==> src/rtl/fab_ctrl_arbiter_pkg.sv <==
// fab_ctrl_arbiter_pkg: shared constants for the fabric-control arbiter.
// FSM encodings, unit id width and the maximum unit count.
package fab_ctrl_arbiter_pkg;

    localparam int UNIT_ID_W = 4;
    localparam int MAX_UNITS = 16;

    localparam logic [1:0] ST_IDLE    = 2'd0;
    localparam logic [1:0] ST_GRANT   = 2'd1;
    localparam logic [1:0] ST_OWN     = 2'd2;
    localparam logic [1:0] ST_RELEASE = 2'd3;

endpackage

==> src/rtl/fab_ctrl_arbiter_if.sv <==
// fab_ctrl_arbiter_if: request/grant bundle between fabric units and arbiter.
// master = unit side, slave = arbiter side.
interface fab_ctrl_arbiter_if #(
    parameter int N_UNITS = 4
);
    import fab_ctrl_arbiter_pkg::*;

    logic [N_UNITS-1:0]   REQUEST;
    logic                 BUSY_line_MASTER;
    logic [N_UNITS-1:0]   EN;
    logic                 GRANT_VALID;
    logic [UNIT_ID_W-1:0] GRANT_ID;
    logic                 TIMEOUT_ERR;

    modport master (
        output REQUEST, BUSY_line_MASTER,
        input  EN, GRANT_VALID, GRANT_ID, TIMEOUT_ERR
    );

    modport slave (
        input  REQUEST, BUSY_line_MASTER,
        output EN, GRANT_VALID, GRANT_ID, TIMEOUT_ERR
    );

endinterface

==> src/rtl/fab_arb_rr_pick.sv <==
// fab_arb_rr_pick: combinational winner selection for the arbiter.
// FAB_ARB_FIXED_PRIO_EN turns it into a lowest-index priority encoder.
module fab_arb_rr_pick
    import fab_ctrl_arbiter_pkg::*;
#(
    parameter int N_UNITS = 4
) (
    input  logic [N_UNITS-1:0]   request,
`ifdef FAB_ARB_FIXED_PRIO_EN
`else
    input  logic [UNIT_ID_W-1:0] last,
`endif
    output logic [UNIT_ID_W-1:0] winner,
    output logic                 any
);

    assign any = |request;

`ifdef FAB_ARB_FIXED_PRIO_EN
    always_comb begin
        winner = '0;
        for (int i = N_UNITS - 1; i >= 0; i--)
            if (request[i]) winner = UNIT_ID_W'(i);
    end
`else
    logic [MAX_UNITS-1:0] req_all;
    logic [UNIT_ID_W:0]   idx;

    assign req_all = MAX_UNITS'(request);

    // Walk from farthest to nearest so the first unit after last wins.
    always_comb begin
        winner = '0;
        idx    = '0;
        for (int i = N_UNITS; i >= 1; i--) begin
            idx = {1'b0, last} + (UNIT_ID_W + 1)'(i);
            if (idx >= (UNIT_ID_W + 1)'(N_UNITS))
                idx = idx - (UNIT_ID_W + 1)'(N_UNITS);
            if (req_all[idx[UNIT_ID_W-1:0]])
                winner = idx[UNIT_ID_W-1:0];
        end
    end
`endif

endmodule

==> src/rtl/fab_ctrl_arbiter.sv <==
// fab_ctrl_arbiter: one-hot fabric bus grant with turnaround and watchdog.
// Define FAB_ARB_FIXED_PRIO_EN for fixed priority instead of round-robin.
module fab_ctrl_arbiter
    import fab_ctrl_arbiter_pkg::*;
#(
    parameter int N_UNITS = 4,
    parameter int TIMEOUT = 255,
    parameter int TO_W    = 8
) (
    input logic               CLK_B,
    input logic               RESET,
    fab_ctrl_arbiter_if.slave bus
);

    logic [1:0]           state;
    logic [N_UNITS-1:0]   en_q;
    logic                 valid_q;
    logic                 err_q;
    logic [UNIT_ID_W-1:0] id_q;
    logic [UNIT_ID_W-1:0] winner;
    logic [TO_W-1:0]      wd;
    logic                 any;
    logic [MAX_UNITS-1:0] req_all;
    logic                 busy;
    logic                 done;
    logic                 timeout;

    assign req_all = MAX_UNITS'(bus.REQUEST);
    assign busy    = bus.BUSY_line_MASTER;

    // Before the owner starts, withdrawing its request also ends the grant.
    assign done = (state == ST_OWN) ? !busy
                                    : (!busy && !req_all[id_q]);
    assign timeout = !done && (wd == TO_W'(TIMEOUT - 1));

`ifdef FAB_ARB_FIXED_PRIO_EN
    fab_arb_rr_pick #(.N_UNITS(N_UNITS)) u_pick (
        .request (bus.REQUEST),
        .winner  (winner),
        .any     (any)
    );
`else
    logic [UNIT_ID_W-1:0] last_q;

    fab_arb_rr_pick #(.N_UNITS(N_UNITS)) u_pick (
        .request (bus.REQUEST),
        .last    (last_q),
        .winner  (winner),
        .any     (any)
    );
`endif

    always_ff @(posedge CLK_B) begin
        if (RESET) begin
            state   <= ST_IDLE;
            en_q    <= '0;
            valid_q <= 1'b0;
            id_q    <= '0;
            err_q   <= 1'b0;
            wd      <= '0;
`ifdef FAB_ARB_FIXED_PRIO_EN
`else
            last_q  <= UNIT_ID_W'(N_UNITS - 1);
`endif
        end else begin
            err_q <= 1'b0;
            unique case (state)
                ST_IDLE: begin
                    if (any) begin
                        state   <= ST_GRANT;
                        en_q    <= N_UNITS'(1) << winner;
                        valid_q <= 1'b1;
                        id_q    <= winner;
                        wd      <= '0;
                    end
                end
                ST_GRANT, ST_OWN: begin
                    if (done || timeout) begin
                        state   <= ST_RELEASE;
                        en_q    <= '0;
                        valid_q <= 1'b0;
                        err_q   <= timeout;
                    end else begin
                        wd <= wd + 1'b1;
                        if (busy) state <= ST_OWN;
                    end
                end
                ST_RELEASE: begin
                    state <= ST_IDLE;
`ifdef FAB_ARB_FIXED_PRIO_EN
`else
                    last_q <= id_q;
`endif
                end
                default: state <= ST_IDLE;
            endcase
        end
    end

    assign bus.EN          = en_q;
    assign bus.GRANT_VALID = valid_q;
    assign bus.GRANT_ID    = id_q;
    assign bus.TIMEOUT_ERR = err_q;

endmodule
==> src/flat_wrapper.sv <==
// flat-port wrapper written by rule: the top's interface ports become plain ports
module fab_ctrl_arbiter_flat import fab_ctrl_arbiter_pkg::*;
#(
    parameter int N_UNITS = 4,
    parameter int TIMEOUT = 255,
    parameter int TO_W    = 8
)
  (CLK_B, RESET, bus_REQUEST, bus_BUSY_line_MASTER, bus_EN, bus_GRANT_VALID, bus_GRANT_ID, bus_TIMEOUT_ERR);
  fab_ctrl_arbiter_if #(.N_UNITS(N_UNITS)) bus_i ();
  input logic CLK_B;
  input logic RESET;
  input wire logic [$bits(bus_i.REQUEST)-1:0] bus_REQUEST;
  input wire logic [$bits(bus_i.BUSY_line_MASTER)-1:0] bus_BUSY_line_MASTER;
  output wire logic [$bits(bus_i.EN)-1:0] bus_EN;
  output wire logic [$bits(bus_i.GRANT_VALID)-1:0] bus_GRANT_VALID;
  output wire logic [$bits(bus_i.GRANT_ID)-1:0] bus_GRANT_ID;
  output wire logic [$bits(bus_i.TIMEOUT_ERR)-1:0] bus_TIMEOUT_ERR;
  assign bus_i.REQUEST = bus_REQUEST;
  assign bus_i.BUSY_line_MASTER = bus_BUSY_line_MASTER;
  assign bus_EN = bus_i.EN;
  assign bus_GRANT_VALID = bus_i.GRANT_VALID;
  assign bus_GRANT_ID = bus_i.GRANT_ID;
  assign bus_TIMEOUT_ERR = bus_i.TIMEOUT_ERR;
  fab_ctrl_arbiter #(.N_UNITS(N_UNITS), .TIMEOUT(TIMEOUT), .TO_W(TO_W)) u_core (.CLK_B(CLK_B), .RESET(RESET), .bus(bus_i));
endmodule
==> config.mk <==
export PLATFORM = sky130hd
export DESIGN_NAME = fab_ctrl_arbiter_flat
export DESIGN_NICKNAME = d
export VERILOG_FILES = /design/src/rtl/fab_ctrl_arbiter_pkg.sv /design/src/rtl/fab_ctrl_arbiter_if.sv /design/src/rtl/fab_arb_rr_pick.sv /design/src/rtl/fab_ctrl_arbiter.sv /design/src/flat_wrapper.sv
export SDC_FILE = /design/constraint.sdc
export NUM_CORES = 1
export LEC_CHECK = 0
export CAP_MARGIN = 10
export CELL_PAD_IN_SITES_DETAIL_PLACEMENT = 1
export CELL_PAD_IN_SITES_GLOBAL_PLACEMENT = 2
export CORE_MARGIN = 2
export CORE_UTILIZATION = 32
export DETAILED_ROUTE_END_ITERATION = 8
export GPL_TIMING_DRIVEN = 0
export MAX_ROUTING_LAYER = met4
export PLACE_DENSITY_LB_ADDON = 0.15
export SLEW_MARGIN = 15
export SYNTH_ARGS = -nofsm -noshare
export SYNTH_HDL_FRONTEND = slang
export SYNTH_SLANG_ARGS = --single-unit
==> constraint.sdc <==
create_clock -name CLK_B -period 2.75 [get_ports CLK_B]
set_clock_uncertainty 0.05 [all_clocks]
set_input_delay 0.55 -clock CLK_B [delete_from_list [all_inputs] [get_ports CLK_B]]
set_output_delay 0.55 -clock CLK_B [all_outputs]
set_load 0.005 [all_outputs]
==> metrics <==
post-synth net total=approximately 210; yosys synthesis warning count=0; Worst Setup End Kind=flip-flop; Clk Latency, worst-skew pair=between 200 and 300 ps; clk buf depth=2; Clk pin slew, worst setup/hold paths=roughly 90 ps; DIE WIDTH=~77 microns; # DRC=0; Post-synth EDFFs=0; diode count=0; switching share of power=between 30% and 40%; Cell Area, Synth=~1700 sq um; Die H=about 77 microns; hold wc startpoint=u_core.bus.EN[3]$_SDFFE_PP0P_; first-pass GRT wire length=between 7000 and 8000 microns; Detail Route Antenna Nets=0; dpl ws=-350 ps; Slew @ Worst Pin=about 540 ps; Synth Register Bits=24; Clock Power Share=18.9%; Worst Hold Class=reg -> reg; FFs w/ async S/R, synth=0%; fin crit share=a little over nine tenths; CP delay by family, top=compound AO/OA/AOI/OAI gates; final count of negative-setup-slack endpoints=0; CP peak stage delay=about 390 ps; P_int=around 1000 uW; outcome=completed; DRT iter0 DRCs=between 40 and 50; crit path time final=roughly 2700 ps; initial antenna violation count=0; # hold bufs at CTS=0; Achievable Freq=between 0.3 and 0.4 GHz; IO Pins=17; Max VDD drop=0.000337 V; GR Util All Layers=15.3%; Slew Viols, Final=0; core box area=between 5000 and 6000 sq um; Avg Cell Area, Syn=roughly 9.0 sq um; distinct cell type count after synthesis=54; WL/cell=approximately 15 microns; crit start category=flip-flop; die area=5880 sq um; CP most frequent cell=ha_4; Max-cap violations=0; Worst EP arrival=between 2000 and 3000 ps; clk root buf=clkbuf_8; kind of critical path=reg -> reg; final worst slack=87.4 ps; Worst Path Required=around 2900 ps; Gate power share=between 50% and 60%; worst-path maximum fanout=5; grt total ovfl=0; gate count after technology mapping=187; WL final=between 4000 and 5000 microns; drt pass-1 iters=3; Critical R2R Launch=u_core.last_q[0]$_SDFFE_PP1N_; vias per cell=~5.0; pin count of the biggest net entering global routing=15; HPWL after DPL=around 3300 microns; post-placement cell count=about 270; switching component of the power=628 uW; # clock sinks=24; PwrDens=slightly above 700 nW/um^2; Starting Density=roughly 33%; number of placement rows=26; Area Overhead vs Synth=32.9%; Buffers on Ports=16; post-synthesis sequential area ratio=around 28%; Non-Filler Instances=about 290; CTS tree=built; vias in the first global route=about 1.4k; Primary FF master, synth=dfxtp_1; P_leak=roughly 0.00087 uW; endpoints failing hold=0; # H-tree levels=1; Buf+Inv Stages, Crit Path=3; share of cells above drive strength 1=21.2%; vias=approximately 1.4k; Setup crit start=u_core.last_q[0]$_SDFFE_PP1N_; RePlAce Congestion=0.784; Final nets=about 240; TritonCTS Buffers=3; Relative slew margins=around 64%; Seq pwr share=between 20 and 30%; critical path, cell by cell=buf_12 > clkinvlp_4 > ha_4 > xor2_4 > inv_1 > ha_4 > nor2_1 > o211a_1 > or3_4 > a21oi_4 > nor3_2 > a31o_1; CP max stage cell=or3_4
layout make-up:
class	count	area, sq um
Inverter	12	52.6
Clock inverter	1	30.0
Tap cell	70	87.6
Multi-Input combinational cell	144	1260
Buffer	6	43.8
Clock buffer	3	41.3
Timing Repair Buffer	27	243
Fill cell	606	2860
Sequential cell	24	489
worst reg2reg max path, delay by kind of cell (launching register included):
kind | cells | cell delay (ps)
AOI/OAI and AO/OA | 3 | 690
xor gates and xnor gates | 1 | 150
adders and majority gates | 2 | 470
buffers and inverters | 3 | 300
DFF | 1 | 380
and+or+nand+nor | 3 | 520
placed cells by master (no fill, tap or decap), drive strengths merged, types with 2 or more instances in the layout:
cell type | synthesis | routed
dfxtp | 24 | 24
nor2 | 21 | 21
ha | 19 | 19
clkdlybuf4s50 | 0 | 16
buf | 3 | 14
nand2 | 12 | 12
inv | 12 | 10
xor2 | 7 | 7
o21ai | 7 | 7
clkbuf | 4 | 6
a21oi | 6 | 6
and2 | 5 | 5
mux2i | 4 | 4
o22ai | 4 | 4
nor3 | 4 | 4
o211ai | 4 | 4
xnor2 | 4 | 4
mux4 | 4 | 4
nand4 | 3 | 3
and3 | 3 | 3
or2 | 3 | 3
clkinvlp | 0 | 2
nand3 | 2 | 2
a22oi | 2 | 2
nand2b | 2 | 2
o211a | 2 | 2
nor2b | 2 | 2
nor4 | 2 | 2
a2bb2oi | 2 | 2
or3 | 2 | 2
metrics by stage:
| stage | hold slack (ps) | power (uW) | util (%) | TNS (ps) | cell area (sq um) |
|---|---|---|---|---|---|
| 5_1_grt | 474 | 1780 | 44.0 | -7.08 | 2250 |
| 6_report | 415 | 1630 | 44.0 | 0 | 2250 |
| 2_1_floorplan | 398 | 987 | - | 0 | 1690 |
| 3_3_place_gp | 394 | 1220 | 38.0 | -2240 | 1940 |
| 4_1_cts | 422 | 1600 | 41.4 | 0 | 2120 |
| 3_5_place_dp | 408 | 1240 | 38.0 | -2540 | 1940 |
state kept, by name (all words and copies together), names as in the netlist:
name and cells:
u_core.wd 8, u_core.bus.EN 4, u_core.bus.GRANT_ID 4, u_core.last_q 4, u_core.state 2, u_core.bus.GRANT_VALID 1
u_core.bus.TIMEOUT_ERR 1
path summary, 6_finish.rpt:
kind / endpoint / slack [ps] / depth (start not counted)
setup / recovery: u_core.bus.EN[1]$_SDFFE_PP0P_ / 90 / 12
hold / removal: u_core.bus.EN[3]$_SDFFE_PP0P_ / 420 / 2
setup reg to reg: u_core.bus.EN[1]$_SDFFE_PP0P_ / 90 / 12
hold reg to reg: u_core.bus.EN[3]$_SDFFE_PP0P_ / 420 / 2
cells in the mapped netlist (all sizes together) (2+ instances only):
cell type	number	area share [%]
o22ai	4	1.5
nand3	2	0.59
xor2	7	3.6
and2	5	1.8
nor2	21	4.7
o211a	2	1.2
a22oi	2	0.89
or2	3	1.1
or3	2	0.74
nor4	2	0.74
nand2	12	2.7
ha	19	14
and3	3	1.1
nor2b	2	0.74
clkbuf	4	0.89
nand4	3	1.1
xnor2	4	2.1
mux4	4	5.8
nand2b	2	0.74
buf	3	1.4
a21oi	6	2.9
mux2i	4	2.4
inv	12	2.7
a2bb2oi	2	1.0
dfxtp	24	28
o21ai	7	2.1
o211ai	4	2.1
nor3	4	1.2
layer usage:
layer / GRT usage [%] / vias to the layer above / part of all wire (%)
li1: - / 741 / -
met1: 18.2 / 699 / 46
met2: 27.3 / 2 / 53
met3: 1.76 / 2 / 0.76
met4: 4.36 / 0 / 0.58
met5: - / - / 0
kinds of logic (layout without fill, tap and decap cells):
group	Yosys count	in the layout	share of synthesized area, %
simple gates	65	65	19.4
compound gates	41	41	19.4
flops	24	24	28.4
fa+ha+maj	19	19	14.1
buf+inv	19	49	4.96
xor+xnor	11	11	5.70
mux	8	8	8.14
repair_timing:
action	CTS	global route
gates resized for setup	13	17
setup endpoints to repair	6	7
pin swaps	1	6
setup buffers	6	5
endpoints found under the hold margin	0	0
power groups by stage:
stage / registers (uW) / logic, uW / clock network, uW
2_1_floorplan: 477 / 510 / 0
3_3_place_gp: 487 / 734 / 0
3_5_place_dp: 490 / 748 / 0
4_1_cts: 476 / 803 / 321
5_1_grt: 485 / 956 / 335
6_report: 475 / 848 / 308
No activity file was read; power rests on OpenSTA's default activity.
